**src/rtl/pattern01_gen.sv**
```systemverilog
// -----------------------------------------------------------------------------
// pattern01_gen
//
// Serial stimulus source for the "01" pattern-counting path. A WIDTH-bit word
// is accepted through a ready/start handshake and shifted out MSB-first, one
// bit per clock. While shifting, the block counts the 0->1 transitions it
// emits. That count is the reference value for the serial "01" counter this
// block drives.
//
// Parameters
//   WIDTH    bits per word shifted out
//   CW       width of exp_cnt; needs 2**CW > WIDTH/2 (the count never saturates)
//
// Ports
//   clk      in   1      clock, all state changes on the rising edge
//   rst      in   1      synchronous, active-high reset
//   start    in   1      send request, only taken when ready=1
//   data     in   WIDTH  word to send, sampled on the accepting edge only
//   hold     in   1      stall the shift, only honoured while shifting
//   ready    out  1      idle, will accept start
//   x        out  1      serial bit out
//   x_valid  out  1      x carries a newly emitted bit this cycle
//   done     out  1      one-cycle pulse after the last bit of a word
//   exp_cnt  out  CW     0->1 transitions in the current/last word
// -----------------------------------------------------------------------------
module pattern01_gen #(
    parameter int WIDTH = 8,
    parameter int CW    = 4
) (
    input  logic             clk,
    input  logic             rst,
    input  logic             start,
    input  logic [WIDTH-1:0] data,
    input  logic             hold,
    output logic             ready,
    output logic             x,
    output logic             x_valid,
    output logic             done,
    output logic [CW-1:0]    exp_cnt
);

    localparam int BW = $clog2(WIDTH + 1);

    typedef enum logic [1:0] {
        ST_IDLE  = 2'd0,
        ST_SHIFT = 2'd1,
        ST_DONE  = 2'd2
    } state_t;

    state_t           state_r;
    logic [WIDTH-1:0] shreg_r;
    logic [BW-1:0]    bitcnt_r;
    logic             prev_r;
    logic             ready_r;
    logic             x_r;
    logic             x_valid_r;
    logic             done_r;
    logic [CW-1:0]    exp_cnt_r;

    // Bit leaving the shift register on the next un-held SHIFT edge.
    logic             msb_s;
    assign msb_s = shreg_r[WIDTH-1];

    // Handshake, shifting and transition counting, all in one registered FSM.
    always_ff @(posedge clk) begin
        if (rst) begin
            state_r   <= ST_IDLE;
            shreg_r   <= {WIDTH{1'b0}};
            bitcnt_r  <= {BW{1'b0}};
            // A leading 1 must not count as a 0->1 transition.
            prev_r    <= 1'b1;
            ready_r   <= 1'b1;
            x_r       <= 1'b0;
            x_valid_r <= 1'b0;
            done_r    <= 1'b0;
            exp_cnt_r <= {CW{1'b0}};
        end else begin
            // done is a single-cycle pulse. Only the DONE state raises it.
            done_r <= 1'b0;
            case (state_r)
                ST_IDLE: begin
                    x_valid_r <= 1'b0;
                    if (start) begin
                        shreg_r   <= data;
                        bitcnt_r  <= BW'(WIDTH);
                        exp_cnt_r <= {CW{1'b0}};
                        prev_r    <= 1'b1;
                        ready_r   <= 1'b0;
                        state_r   <= ST_SHIFT;
                    end else begin
                        ready_r   <= 1'b1;
                    end
                end
                ST_SHIFT: begin
                    if (hold) begin
                        // A stall only drops x_valid. x keeps its last value.
                        x_valid_r <= 1'b0;
                    end else begin
                        x_r       <= msb_s;
                        x_valid_r <= 1'b1;
                        shreg_r   <= {shreg_r[WIDTH-2:0], 1'b0};
                        bitcnt_r  <= bitcnt_r - BW'(1);
                        prev_r    <= msb_s;
                        if (!prev_r && msb_s) begin
                            exp_cnt_r <= exp_cnt_r + CW'(1);
                        end else begin
                            exp_cnt_r <= exp_cnt_r;
                        end
                        if (bitcnt_r == BW'(1)) begin
                            state_r <= ST_DONE;
                        end else begin
                            state_r <= ST_SHIFT;
                        end
                    end
                end
                ST_DONE: begin
                    x_valid_r <= 1'b0;
                    done_r    <= 1'b1;
                    ready_r   <= 1'b1;
                    state_r   <= ST_IDLE;
                end
                default: begin
                    x_valid_r <= 1'b0;
                    ready_r   <= 1'b1;
                    state_r   <= ST_IDLE;
                end
            endcase
        end
    end

    assign ready   = ready_r;
    assign x       = x_r;
    assign x_valid = x_valid_r;
    assign done    = done_r;
    assign exp_cnt = exp_cnt_r;

endmodule

```
**config.mk**
```make
export PLATFORM = sky130hd
export DESIGN_NAME = pattern01_gen
export DESIGN_NICKNAME = d
export VERILOG_FILES = /design/src/rtl/pattern01_gen.sv
export SDC_FILE = /design/constraint.sdc
export NUM_CORES = 1
export LEC_CHECK = 0
export BUFFER_PORTS_ARGS = -buffer_cell sky130_fd_sc_hd__buf_2
export CAP_MARGIN = 20
export CELL_PAD_IN_SITES_DETAIL_PLACEMENT = 0
export CELL_PAD_IN_SITES_GLOBAL_PLACEMENT = 1
export CORE_MARGIN = 4
export CORE_UTILIZATION = 35
export CTS_BUF_LIST = sky130_fd_sc_hd__clkbuf_8 sky130_fd_sc_hd__clkbuf_16
export DETAILED_ROUTE_END_ITERATION = 10
export PLACE_DENSITY = 0.76
export SYNTH_ARGS = -nofsm -noshare
export SYNTH_HDL_FRONTEND = slang
export SYNTH_SLANG_ARGS = --single-unit
```
**constraint.sdc**
```tcl
create_clock -name clk -period 3.2 [get_ports clk]
set_input_delay 0.64 -clock clk [delete_from_list [all_inputs] [get_ports clk]]
set_output_delay 0.64 -clock clk [all_outputs]
set_load 0.01 [all_outputs]
```
### Word-level counts from Yosys, hierarchy flattened

Cells that the tools add are included.
W data, S select, Z words.

| cells by class | value |
|---|---|
| $add $sub $neg | 2 |
| equal/unequal tests | 6 |
| muxes and demuxes | 21 |
| bitwise operators | 2 |
| reduce and logical (&&, ||, !) cells | 9 |

Operator list:

| cell | number |
|---|---|
| $mux W4 | 5 |
| $mux W8 | 2 |
| $pmux W4 S2 | 2 |
| $pmux W8 S2 | 1 |
| $mux W2 | 3 |
| $ne A2 B2 Y1 const B | 3 |
| $mux W1 | 5 |
| $add A4 B1 Y4 const B | 1 |
| $eq A4 B1 Y1 const B | 1 |
| $pmux W1 S2 | 2 |
| $pmux W2 S2 | 1 |
| $reduce_and A2 Y1 | 2 |
| $reduce_and A4 Y1 | 1 |
| $sub A4 B1 Y4 const B | 1 |
| $reduce_and A3 Y1 | 1 |
| $eq A2 B1 Y1 const B | 1 |
| $eq A2 B2 Y1 const B | 1 |
| $logic_not A2 Y1 | 1 |
| $not A1 Y1 | 2 |
| $reduce_bool A2 Y1 | 1 |
| $reduce_or A2 Y1 | 1 |
| $logic_and A1 B1 Y1 | 1 |
| $logic_not A1 Y1 | 1 |

| word-level totals | value |
|---|---|
| flip-flop bits (word level) | 23 |
| bits of input ports | 12 |
| word-level logic and storage cells | 49 |

### Longest topological paths before layout

Gate-level depths: netlist of the first run.

| depth | value |
|---|---|
| depth after elaboration | 5 |
| mapped depth | 5 |
| mapped depth without buffers | 5 |

### Worst setup path after synthesis of the first run

No wires, ideal clock.

| timing path | value |
|---|---|
| kind | input port to flip-flop |
| start | input port hold |
| end | register exp_cnt_r[1] (netlist: exp_cnt[1]) |
| arrival time | 1.461 ns |
| path slack | 1.665 ns |
| stages | 4 |
| cells stage by stage | nand4bb_1 -> clkbuf_2 -> or4b_1 -> o21ai_0 |

| between the ends | value |
|---|---|
| word-level cells in the longest chain between the ends | 2 |

RTL lines:

| what | RTL line | source |
|---|---|---|
| start: declaration | 34 | `input logic hold,` |
| $ne A2 B2 Y1 (no source line) | -- |  |
| $reduce_and A4 Y1 (no source line) | -- |  |
| end signal: assignment | 76 | `exp_cnt_r <= {CW{1'b0}};` |
| end signal: assignment | 86 | `exp_cnt_r <= {CW{1'b0}};` |
| end signal: assignment | 105 | `exp_cnt_r <= exp_cnt_r + CW'(1);` |
| end: declaration | 58 | `logic [CW-1:0] exp_cnt_r;` |

No other way between the ends.
A chain may end at the register's enable or synchronous reset.

### Final worst setup path of the first run

| timing path | value |
|---|---|
| start | register state_r[1] |
| end | register exp_cnt_r[1] (netlist: exp_cnt[1]) |

| between the ends | value |
|---|---|
| word-level cells in the longest chain between the ends | 3 |
| elaborated cells on any way between the ends | 8 |
| those cells by class | eq/ne (4); mux (1); reduce/logical (3) |

RTL lines:

| what | RTL line | source |
|---|---|---|
| start: declaration | 50 | `state_t state_r;` |
| start signal: assignment | 67 | `state_r <= ST_IDLE;` |
| start signal: assignment | 89 | `state_r <= ST_SHIFT;` |
| start signal: assignment | 110 | `state_r <= ST_DONE;` |
| $eq A2 B1 Y1 / $logic_not A2 Y1 (equally long branches) | 80 | `case (state_r)` |
| $ne A2 B2 Y1 (no source line) / $reduce_bool A2 Y1 (equally long branches) | -- |  |
| $reduce_and A4 Y1 (no source line) | -- |  |

Several ways; a longest one is shown, not always the timed one.

==> out/metrics.yaml, run 1 <==
final_net_count: 151
wirelength_um: 2360
crit_chain: "nand2b_1, or4b_1, o21ai_0"
drv_cap: 0
post_cts_buffers: 0
cts.path.max_buffers: 2
htreeDepth: 1
switching_power_uw: 153
wl_per_cell_um: 13.2
rsz0062_at_grt: "false"
drt_iter0_markers: 45
clkTransAtPathRegs_ns: 0.08
grt_pass1_wl_um: 3780
globalplace.congestion: 0.745
hold_viol: 0
drive_above_1_share_pct: 20.0
power.density_mw_per_mm2: 467
ys.flop_type: "dfxtp_1"
drtPass1Iterations: 4
tightest_slew_ns: 0.524
min_path_type: "reg -> reg"
intPower_uw: 428
cts_resized: 0
grt_max_degree: 23
antenna_cells: 0
outcome: "complete, no violations"
grt_pass1_vias: 820
cpMaxStageDelayCell: "or4b_1"
rows: 20
die_h_um: 63.9
tns_ns: 0
cp-end-kind: "flip-flop"
fin_crit_sh_pct: 52.5
ys_async_sr_fraction_pct: 0
peakVddDrop_mv: 0.246
ios: 20
clkPwrFrac_pct: 30.8
cts_made_buffers: 3
syn_area_per_cell_um2: 9.11
slew_viol_final: 0
core_mm2: 0.00303
yosysWarningCount: 0
cts_root_buffer: "clkbuf_8"
max-slew-margin-rel_pct: 65.0
cts_hold_buffers: 0
r2r-start: "state_r[1]"
crit_required_ns: 3.40
ys_types: 36
grtUsageTotal_pct: 11.6
syn_to_final_growth_pct: 13.8
die_w_um: 63.9
reg2reg_slack_ns: 1.52
cp_max_fo: 17
drc_errors: 0
clock_latency_ns: 0.27
power_frac_seq_pct: 54.7
start_util_pct: 36.1
min_from: "x"
grt_overflow: 0
crit_family: "simple AND/OR/NAND/NOR gates"
antenna_left: 0
startpoint: "state_r[1]"
p_sw_share_pct: 26.3
max_stage_delay_ns: 0.59
timing.hold.ws_ns: 0.463
arrival_ns: 1.88
critPathKind: "reg -> reg"
finalSetupViolCount: 0
syn_nets: 135
clock.fmax_mhz: 595
skew_ns: 0.00681
period_needed_ns: 1.68
vias_per_cell: 5.18
cts_tree: "yes"
portBuffers: 19
crit_buf_inv: 0
power_leakage_nw: 0.520
syn_area_mm2: 0.00109
yosysSeqAreaShare_pct: 42.1
hpwl_um: 1690
antenna_found_initial: 0
power_frac_comb_pct: 14.5
postSynthCellCount: 120
vias: 928
clock-sinks: 23
synth_edf_count: 0
critPathLaunchType: "flip-flop"
dieArea_mm2: 0.00408
ys_seq_elements: 23
sequential cells by signal, indices dropped and copies added, names as in the netlist:
name and cells:
bitcnt_r 4, x_valid 1, shreg_r 8, prev_r 1, done 1, x 1
exp_cnt 4, state_r 2, ready 1
cell families after synthesis:
group | Yosys count | synth area share [%]
fa+ha+maj | 3 | 3.43
mux | 9 | 8.24
flops | 23 | 42.1
simple gates | 43 | 23.0
buf+inv | 16 | 7.44
compound gates | 26 | 15.8
cells in the final DEF (no fill, tap or decap):
cell type and count:
nand2b_1 2, o32ai_1 1, a211oi_1 9, mux2i_1 9, nor3b_1 2, or2_2 1, nand2_1 8, clkbuf_8 3
a31oi_1 1, a311oi_1 1, nor2_1 3, buf_2 19, o2111ai_1 1, nand3_1 4, buf_4 2, nand4bb_1 1
and3_1 1, nor3_1 9, ha_1 3, nand2_2 1, or4b_1 2, or4_1 1, o311ai_0 1, or3b_1 2
or3_1 1, dfxtp_1 23, nor2b_1 1, inv_1 7, o21ai_0 5, nor4_1 2, nor4b_1 1, or3b_2 1
a21oi_1 6, o221ai_1 1
Yosys cell counts, types with 2 or more instances:
library cell | instances | area share, %
nor3_1 | 9 | 4.1
buf_6 | 2 | 2.1
nand3_1 | 4 | 1.8
clkbuf_1 | 5 | 1.7
a211oi_1 | 9 | 6.2
nor4_1 | 2 | 1.1
o21ai_0 | 5 | 2.3
nand2_1 | 8 | 2.7
ha_1 | 3 | 3.4
nand2b_1 | 2 | 1.1
or3b_1 | 2 | 1.6
or4b_1 | 2 | 1.8
dfxtp_1 | 23 | 42
a21oi_1 | 6 | 2.7
mux2i_1 | 9 | 8.2
nor3b_1 | 2 | 1.4
inv_1 | 6 | 2.1
nor2_1 | 3 | 1.0
per-stage QoR:
stage	total power [mW]	instances	setup slack, ns	util (%)	area [um2]
finish	0.581	179	1.52	41.1	1240
global route	0.612	179	1.41	41.1	1240
CTS	0.590	179	1.51	41.1	1240
detailed placement	0.409	175	1.29	39.6	1200
global placement	0.407	175	1.39	39.6	1200
floorplan	0.389	120	1.66	-	1090
cell type report:
type	count	area (um2)
Multi-Input combinational cell	81	552
Clock inverter	1	3.75
Sequential cell	23	460
Timing Repair Buffer	21	110
Clock buffer	3	41.3
Tap cell	44	55.1
Inverter	6	22.5
Fill cell	318	1780
worst reg2reg max path, cell delays in order, from the launching register on:
cell and delay, ns:
dfxtp_1 0.48, nand2b_1 0.45, or4b_1 0.60, o21ai_0 0.09
layer usage:
layer  vias up  wire length [um]  share of wire [%]  global-route usage, %
met5         -                 0                  0                      0
met4         0                15               0.63                   2.43
met3         3               102                4.3                   3.87
met2        18              1080                 46                   18.8
met1       437              1160                 49                   14.9
li1        470                 -                  -                      -
worst paths after layout:
| path | end | cells past startpoint |
|---|---|---|
| worst min-delay path | x | 2 |
| worst max register to register | exp_cnt[1] | 3 |
| worst max-delay path | exp_cnt[1] | 3 |
| worst min register to register | x | 2 |
power groups by stage:
stage                     clock network (mW)  logic, mW  registers, mW
after floorplan                            0     0.0683          0.320
after global placement                     0     0.0834          0.324
after detailed placement                   0     0.0851          0.324
after CTS                              0.187     0.0852          0.318
after global routing                   0.197     0.0946          0.321
final                                  0.179     0.0840          0.318
Note: power is estimated with default switching activity, not from simulation.
==> inputs of run 2 (changes only) <==
PLACE_DENSITY = 0.79   (was 0.76)
clock period = 1.5 ns   (was 3.2 ns; I/O delays follow)
==> run 2 against run 1 <==
Die area unchanged. Clock skew fell by 0.0010 ns. Worst hold slack lost 0.19 ns. Flip-flop and latch count stayed put. Design area rose by 4.8%. Non-clock buffer count is 6 higher. First-iteration DRC count down 27%. Via count rose by 1.8%. Sequential share of layout area fell by 1.6 points. Count of clock-buffer cells in the layout is the same. Critical endpoint is now state_r[0]. Largest power group unchanged.
==> out/metrics.yaml, run 2 (synthesis gave the netlist of run 1 again) <==
clock_latency_ns: 0.27  # about the same
cp_max_fo: 3  # -14
max_stage_delay_ns: 0.47  # -0.12 ns
drive_above_1_share_pct: 24.8  # +4.8 points
grt_overflow: 0  # unchanged
period_needed_ns: 1.36  # -0.319 ns
final_common_cell: "dfxtp_1"
syn_to_final_growth_pct: 19.3
drc_errors: 0  # unchanged
placed_cells: 181  # +3.4%
tns_ns: 0  # unchanged
peakVddDrop_mv: 0.586  # +140%
intPower_uw: 932  # +120%
clkTransAtPathRegs_ns: 0.09  # about the same
core_mm2: 0.00303  # unchanged
cts_root_buffer: "clkbuf_8"
grt_pass1_vias: 972  # +19%
skew_ns: 0.00579  # -0.00102 ns
drtPass1Iterations: 4  # unchanged
grt_pass1_wl_um: 4240  # +12%
stdcell_count: 185  # +3.4%
power.density_mw_per_mm2: 971  # +110%
cts_tree: "yes"
outcome: "complete, no violations"
cts_resized: 0  # unchanged
die_w_um: 63.9  # unchanged
tightest_slew_ns: 0.326  # -0.198 ns
clock.fmax_mhz: 735  # +23%
finalSetupViolCount: 0  # unchanged
cts_made_buffers: 3  # unchanged
crit_chain: "inv_1, ha_1, or3b_2, o21ai_1, a211oi_1"
vias_per_cell: 5.11  # -1.5%
clkPwrFrac_pct: 30.6  # -0.2 points
dieArea_mm2: 0.00408  # unchanged
critPathLaunchType: "flip-flop"
cts.path.max_buffers: 2  # unchanged
drt_iter0_markers: 33  # -27%
max-slew-margin-rel_pct: 78.0  # +13 points
antenna_left: 0  # unchanged
power_frac_seq_pct: 53.5  # -1.2 points
cpMaxStageDelayCell: "or3b_2"
wl_per_cell_um: 13.0  # -1.4%
fin_crit_sh_pct: 90.7  # +38 points
power_frac_comb_pct: 15.9  # +1.4 points
portBuffers: 19  # unchanged
htreeDepth: 1  # unchanged
grtUsageTotal_pct: 12.9  # +1.3 points
layout_common_cells: "dfxtp_1, buf_2, a211oi_1, mux2i_1, nor3_1"
top_register: "shreg_r"
vias: 945  # +1.8%
crit_required_ns: 1.64  # -1.76 ns
clock-sinks: 23  # unchanged
rows: 20  # unchanged
p_sw_share_pct: 26.5  # +0.22 points
arrival_ns: 1.50  # -0.38 ns
hpwl_um: 1750  # +3.7%
rsz0062_at_grt: "false"
wirelength_um: 2410  # +1.9%
drv_cap: 0  # unchanged
cp-end-kind: "flip-flop"
slew_viol_final: 0  # unchanged
start_util_pct: 36.1  # unchanged
switching_power_uw: 336  # +120%
die_h_um: 63.9  # unchanged
antenna_found_initial: 0  # unchanged
antenna_cells: 0  # unchanged
ios: 20  # unchanged
grt_max_degree: 15  # -35%
globalplace.congestion: 0.819  # +10%
fillers: 310  # -2.5%
post_cts_buffers: 0  # unchanged
hold_viol: 0  # unchanged
total_power_mw: 1.27  # +120%
power_leakage_nw: 0.553  # +6.4%
largest_register_ffs: 8  # unchanged
final_net_count: 157  # +4.0%
cts_hold_buffers: 0  # unchanged
min_path_type: "in -> reg"
critPathKind: "reg -> reg"
==> run 2: worst max-delay path, delay by kind of cell, from the launching register on <==
kind / cells / cell delay (ns)
adder cells (fa/ha/maj): 1 / 0.14
AND/OR/NAND/NOR: 1 / 0.47
buffers and inverters: 1 / 0.08
AO/OA/AOI/OAI: 2 / 0.21
flip-flops: 1 / 0.33
==> run 2: path summary, 6_finish.rpt <==
kind	from	to	slack [ns]	cells past startpoint
worst min-delay path	data[0]	shreg_r[0]	0.27	3
worst max-delay path	bitcnt_r[1]	state_r[0]	0.14	5
worst max register to register	bitcnt_r[1]	state_r[0]	0.14	5
worst min register to register	x	x	0.46	2
==> run 2: power groups by stage <==
stage / sequential (mW) / clock [mW] / combinational (mW)
4_1_cts: 0.678 / 0.402 / 0.202
2_1_floorplan: 0.683 / 0 / 0.146
5_1_grt: 0.685 / 0.427 / 0.230
3_5_place_dp: 0.692 / 0 / 0.202
3_3_place_gp: 0.689 / 0 / 0.196
6_report: 0.679 / 0.388 / 0.201
==> run 2: final cells by class <==
type,instances,area [um2],area share [%]
sequential,23,462,35.4
tap,44,55.1,4.22
clock inverter,1,5.00,0.384
timing repair buffer,27,168,12.8
clock buffer,3,41.3,3.16
inverter,6,22.5,1.73
multi-input combinational,81,552,42.3
==> run 2: routing by layer <==
metal	up-vias	GRT usage, %	part of all wire [%]
li1	482	-	-
met1	442	14.6	47
met2	19	23.2	48
met3	2	4.04	4.2
met4	0	3.50	0.46
met5	-	0	0
==> run 2: stage by stage <==
step | util, % | hold WS, ns | worst slack, ns | cell area (um2)
final | 43.1 | 0.274 | 0.139 | 1310
after global placement | 41.5 | 0.450 | 0.105 | 1260
after floorplan | - | 0.436 | 0.225 | 1090
after global routing | 43.1 | 0.305 | 0.0117 | 1310
after CTS | 43.1 | 0.267 | 0.0842 | 1300
after detailed placement | 41.5 | 0.451 | 0.0732 | 1260
